===== src/rtl/shift_multi_read_line.sv =====
// rtl/shift_multi_read_line.sv - DEPTH-stage word shift line with window taps, oldest-word output and optional random read
//
// Purpose:
//    Shifts one WIDTH-bit word into stage 0 on every enabled clock edge.
//    Older words move one stage deeper, and the word in the last stage is dropped.
//    Stages 2..7 are exposed as window taps. The last stage drives rd_data so
//    instances can be chained. There is no full/empty flag and no backpressure.
//
// Optional feature (macro SHIFT_ADDR_READ_EN):
//    defined   - addr_data = stage[addr] for addr < DEPTH, zero otherwise (no wrap)
//    undefined - addr_data is tied to zero, addr is ignored, no read mux is built
//
// Ports:
//    clk       in   1      single clock, rising edge
//    rst       in   1      synchronous active-high reset, clears every stage, wins over write_en
//    write_en  in   1      shift enable, one word accepted per enabled edge
//    addr      in   7      random-read stage index
//    wr_data   in   WIDTH  word shifted into stage 0
//    rd_data   out  WIDTH  stage DEPTH-1 (oldest word)
//    p2..p7    out  WIDTH  stages 2..7
//    addr_data out  WIDTH  stage addr (see optional feature)

module shift_multi_read_line #(
   parameter int WIDTH = 32,
   parameter int DEPTH = 8
) (
   input  logic             clk,
   input  logic             rst,
   input  logic             write_en,
   input  logic [6:0]       addr,
   input  logic [WIDTH-1:0] wr_data,
   output logic [WIDTH-1:0] rd_data,
   output logic [WIDTH-1:0] p2,
   output logic [WIDTH-1:0] p3,
   output logic [WIDTH-1:0] p4,
   output logic [WIDTH-1:0] p5,
   output logic [WIDTH-1:0] p6,
   output logic [WIDTH-1:0] p7,
   output logic [WIDTH-1:0] addr_data
);

   logic [WIDTH-1:0] r_stage [DEPTH];

   always_ff @(posedge clk) begin
      if (rst) begin
         for (int i = 0; i < DEPTH; i++) begin
            r_stage[i] <= '0;
         end
      end else if (write_en) begin
         r_stage[0] <= wr_data;
         for (int i = 1; i < DEPTH; i++) begin
            r_stage[i] <= r_stage[i-1];
         end
      end
   end

   assign rd_data = r_stage[DEPTH-1];
   assign p2      = r_stage[2];
   assign p3      = r_stage[3];
   assign p4      = r_stage[4];
   assign p5      = r_stage[5];
   assign p6      = r_stage[6];
   assign p7      = r_stage[7];

`ifdef SHIFT_ADDR_READ_EN
   localparam int AW = $clog2(DEPTH);

   logic          w_in_range;
   logic [AW-1:0] w_idx;

   // Out-of-range addresses read zero rather than aliasing onto a low stage.
   assign w_in_range = (32'(addr) < DEPTH);
   assign w_idx      = addr[AW-1:0];
   assign addr_data  = w_in_range ? r_stage[w_idx] : '0;
`else
   logic w_unused_addr;

   assign w_unused_addr = ^addr;
   assign addr_data     = '0;
`endif

endmodule


===== config.mk =====
export PLATFORM = sky130hd
export DESIGN_NAME = shift_multi_read_line
export DESIGN_NICKNAME = d
export VERILOG_FILES = /design/src/rtl/shift_multi_read_line.sv
export SDC_FILE = /design/constraint.sdc
export NUM_CORES = 1
export LEC_CHECK = 0
export BUFFER_PORTS_ARGS = -buffer_cell sky130_fd_sc_hd__buf_2
export CORE_ASPECT_RATIO = 0.6
export CORE_UTILIZATION = 40
export CTS_CLUSTER_DIAMETER = 100
export CTS_CLUSTER_SIZE = 8
export DETAILED_ROUTE_END_ITERATION = 10
export PLACE_DENSITY = 0.61
export SYNTH_ARGS = -nofsm -noshare
export SYNTH_HDL_FRONTEND = slang
export SYNTH_SLANG_ARGS = --single-unit
export TNS_END_PERCENT = 1

===== constraint.sdc =====
create_clock -name clk -period 14.31 [get_ports clk]
set_input_delay 4.293 -clock clk [delete_from_list [all_inputs] [get_ports clk]]
set_output_delay 4.293 -clock clk [all_outputs]
set_load 0.01 [all_outputs]

# After elaboration in Yosys (flattened, before gate mapping)
# Memories as Yosys holds them, arrays and structs flattened.
# Cells that the tools add are included.
dict set report word_totals {
  output_inout_bits 256
  mem_bits_rw 256
  register_bits 0
  elab_cells 22
  memories 1
  input_bits 42
}
# memory words word_bits read_ports rd_ports_with_merged_regs write_ports line
set memory_table {}
lappend memory_table {r_stage 8 32 8 0 8 42} ;# logic [WIDTH-1:0] r_stage [DEPTH];
dict set report classes {
  bitwise 8
  n_mux 13
}
# op n
set ops {}
lappend ops {{32-bit 2-to-1 mux} 8}
lappend ops {{1-bit bitwise OR} 8}
lappend ops {{1-bit 2-to-1 mux} 5}

# Longest topological paths before layout
dict set report depth {
  word_depth 4
  mapped_depth 3
  mapped_depth_nobuf 1
}

# Least setup slack after synthesis
# OpenSTA, ideal clock, no wires.
dict set report synth_path {
  path_kind {in2reg}
  startpoint {input port rst}
  endpoint {memory r_stage[0][0] (enable)}
  path_buffers 2
  arrival_ps 7747
  setup_time_ps 511
  setup_slack_ps 6051
  stages 3
  path_cell_list {buf_2 buf_2 or2_2}
}
# element line
set synth_rtl {}
lappend synth_rtl {{start: declaration} 28} ;# input logic rst,
lappend synth_rtl {{end: declaration} 42}

==> reports/metrics.yaml <==
run_status: "finished clean"
most-common-layout-cells: "sky130_fd_sc_hd__buf_2, sky130_fd_sc_hd__edfxtp_1, sky130_fd_sc_hd__and3b_1"
quantity_of_i_o_buffers_inserted_on_ports: 258
n_fill_cell: 2336
first_pass_iters: 4
crit_type: "primary input to flip-flop"
synth-warning-count: 0
cts_resized: 0
worst_path_max_delay_cell: "sky130_fd_sc_hd__or2_4"
fp.coreArea_um2: 26700
placed_cell_area_um2: 11700
worst-slew-pin-transition_ps: 1220
maxCapViolations: 0
cts-root-buf: "sky130_fd_sc_hd__clkbuf_16"
min_path_type: "flip-flop to flip-flop"
largest_stage_delay_on_the_critical_path_ps: 810
fin_crit_ps: 6650
maxSlewViolCount: 0
fp.dieW_um: 216
postCtsSetupRepairBufs: 0
worst_setup_path_end_kind: "flip-flop"
via_density_per_instance: 4.54
ys_ff_latch: 256
place.detailed.instances: 1167
p_per_area_nw_per_um2: 142
maximum_fanout_along_the_worst_path: 193
area_growth_pct: 15.4
synth_cell_types: 8
largestRegisters: "r_stage (256)"
clk_latency_ps: 500
adder_cell_share_of_the_synthesized_area: 0
synth_simple_gate_area_share: 0.190
via_count: 5475
htree_levels: 2
rrSetupSlack_ps: 13380
xor_and_xnor_area_share_after_synthesis: 0
die_height_um: 130
syn-instance-count: 691
synth_compound_area_frac: 0
gp_congestion: 0.728
first_pass_grt_wire_length_um: 30400
design.portCount: 298
peak_freq_mhz: 150
grt_max_degree: 194
synth_top_family_by_area: "simple AND/OR/NAND/NOR gates"
antenna_cells: 0
fin_worst_skew_ps: 12.3
final_cells: 1207
first_global_vias: 4977
clock_tree.buffer_depth: 3
drc_errors: 0
drt_wl_total_um: 21300
placement_rows: 46
cellLeakagePower_nw: 6.18
tritoncts.num_buffers: 37
path_clk_slew_ps: 50
worstPathCellList: "buf_4, or2_4, buf_12"
worstPathArrival_ps: 6760
kind_of_start_point_of_the_critical_path: "primary input"
largest_reg_flops: 256
met3WireLength_um: 1110
floorplan.initialDensity: 0.411
critical_path_required_ps: 14420
iter_0_drt_violations: 351
fin_tns_setup_ps: 0
routedLengthMet1_um: 10700
tritoncts: "yes"
netlist_area_um2: 11000
post_route_ant_nets: 0
drt-wirelength-per-cell_um: 17.7
totalPowerFinal_w: 0.00180
slew-limit-headroom: 0.184
seq_area_um2: 7690
fin_util: 0.475
design_area_um2: 12700
grt_setup_unrepaired: "false"
syn_avg_cell_area_um2: 15.9
antenna_found_initial: 0
grt_use_total: 0.143
period_utilization: 0.465
global_route.overflow_total: 0
numClockSinks: 256
crit_buf_inv: 2
ctsHoldBuffers: 0
multiplexer_fraction_of_the_synthesized_cell_area: 0
layout.nets: 888
met2WireLength_um: 9210
synth_sequential_area_ratio: 0.700
place_hpwl_um: 13400
die_area_um2: 28100
category_of_cells_accounting_for_the_largest_share_of_critical_path_delay: "buffers and inverters"
post_route_cells_drive_above_1_share: 0.358
multi_input_area_um2: 2210
max-vdd-ir-drop_uv: 59.5
number_of_failing_setup_endpoints_in_the_final_timing_report: 0
largest_reg_by_ff_count: "r_stage"
finalHoldViolCount: 0
topRoutingLayerUsed: "met4"
## worst paths after layout
| check | from | end | cells after the start |
|---|---|---|---|
| hold / removal | r_stage[0][32]$_SDFFCE_PN0P_ | r_stage[0][64]$_SDFFCE_PN0P_ | 1 |
| setup / recovery | write_en | r_stage[1][6]$_SDFFCE_PN0P_ | 3 |
| setup reg to reg | r_stage[1][7]$_SDFFCE_PN0P_ | r_stage[1][39]$_SDFFCE_PN0P_ | 1 |
| hold reg to reg | r_stage[0][32]$_SDFFCE_PN0P_ | r_stage[0][64]$_SDFFCE_PN0P_ | 1 |
## layer usage
layer | up-vias | track usage
met5 | - | 0
met4 | 0 | 0.0439
met3 | 34 | 0.0389
met2 | 174 | 0.207
met1 | 2620 | 0.208
li1 | 2647 | -
## metrics by stage
| step | setup WS, ps | hold slack [ps] |
|---|---|---|
| after floorplan | 6050 | 531 |
| after global routing | 7500 | 562 |
| after CTS | 7730 | 546 |
| after detailed placement | 7190 | 539 |
| final | 7660 | 546 |
| after global placement | 7210 | 537 |
## power breakdown
group	switching (W)	internal, W	leakage, nW
Combinational	0.0000801	0.0000503	2.88
Clock	0.000287	0.000475	0.485
Sequential	0.0000224	0.000883	2.82
Total	0.000390	0.00141	6.18
## final cells by class
cell class / instances / area share
clock buffer: 39 / 0.0770
timing repair buffer: 262 / 0.106
multi-input combinational: 289 / 0.174
tap: 360 / 0.0355
sequential: 256 / 0.606
clock inverter: 1 / 0.000691
## synthesized netlist by cell type (all sizes together)
cell type,n,share of area
edfxtp,256,0.70
and3b,192,0.15
buf,173,0.11
nor2b,64,0.036
clkbuf,4,0.0014
conb,1,0.00034
or2,1,0.00057
## cells by family (layout without fill, tap and decap cells)
logic type             Yosys count  in the layout
AND/OR/NAND/NOR                257            257
flip-flops                     256            256
other                            1             32
buffers and inverters          177            302
(Power assumes the default switching activity.)
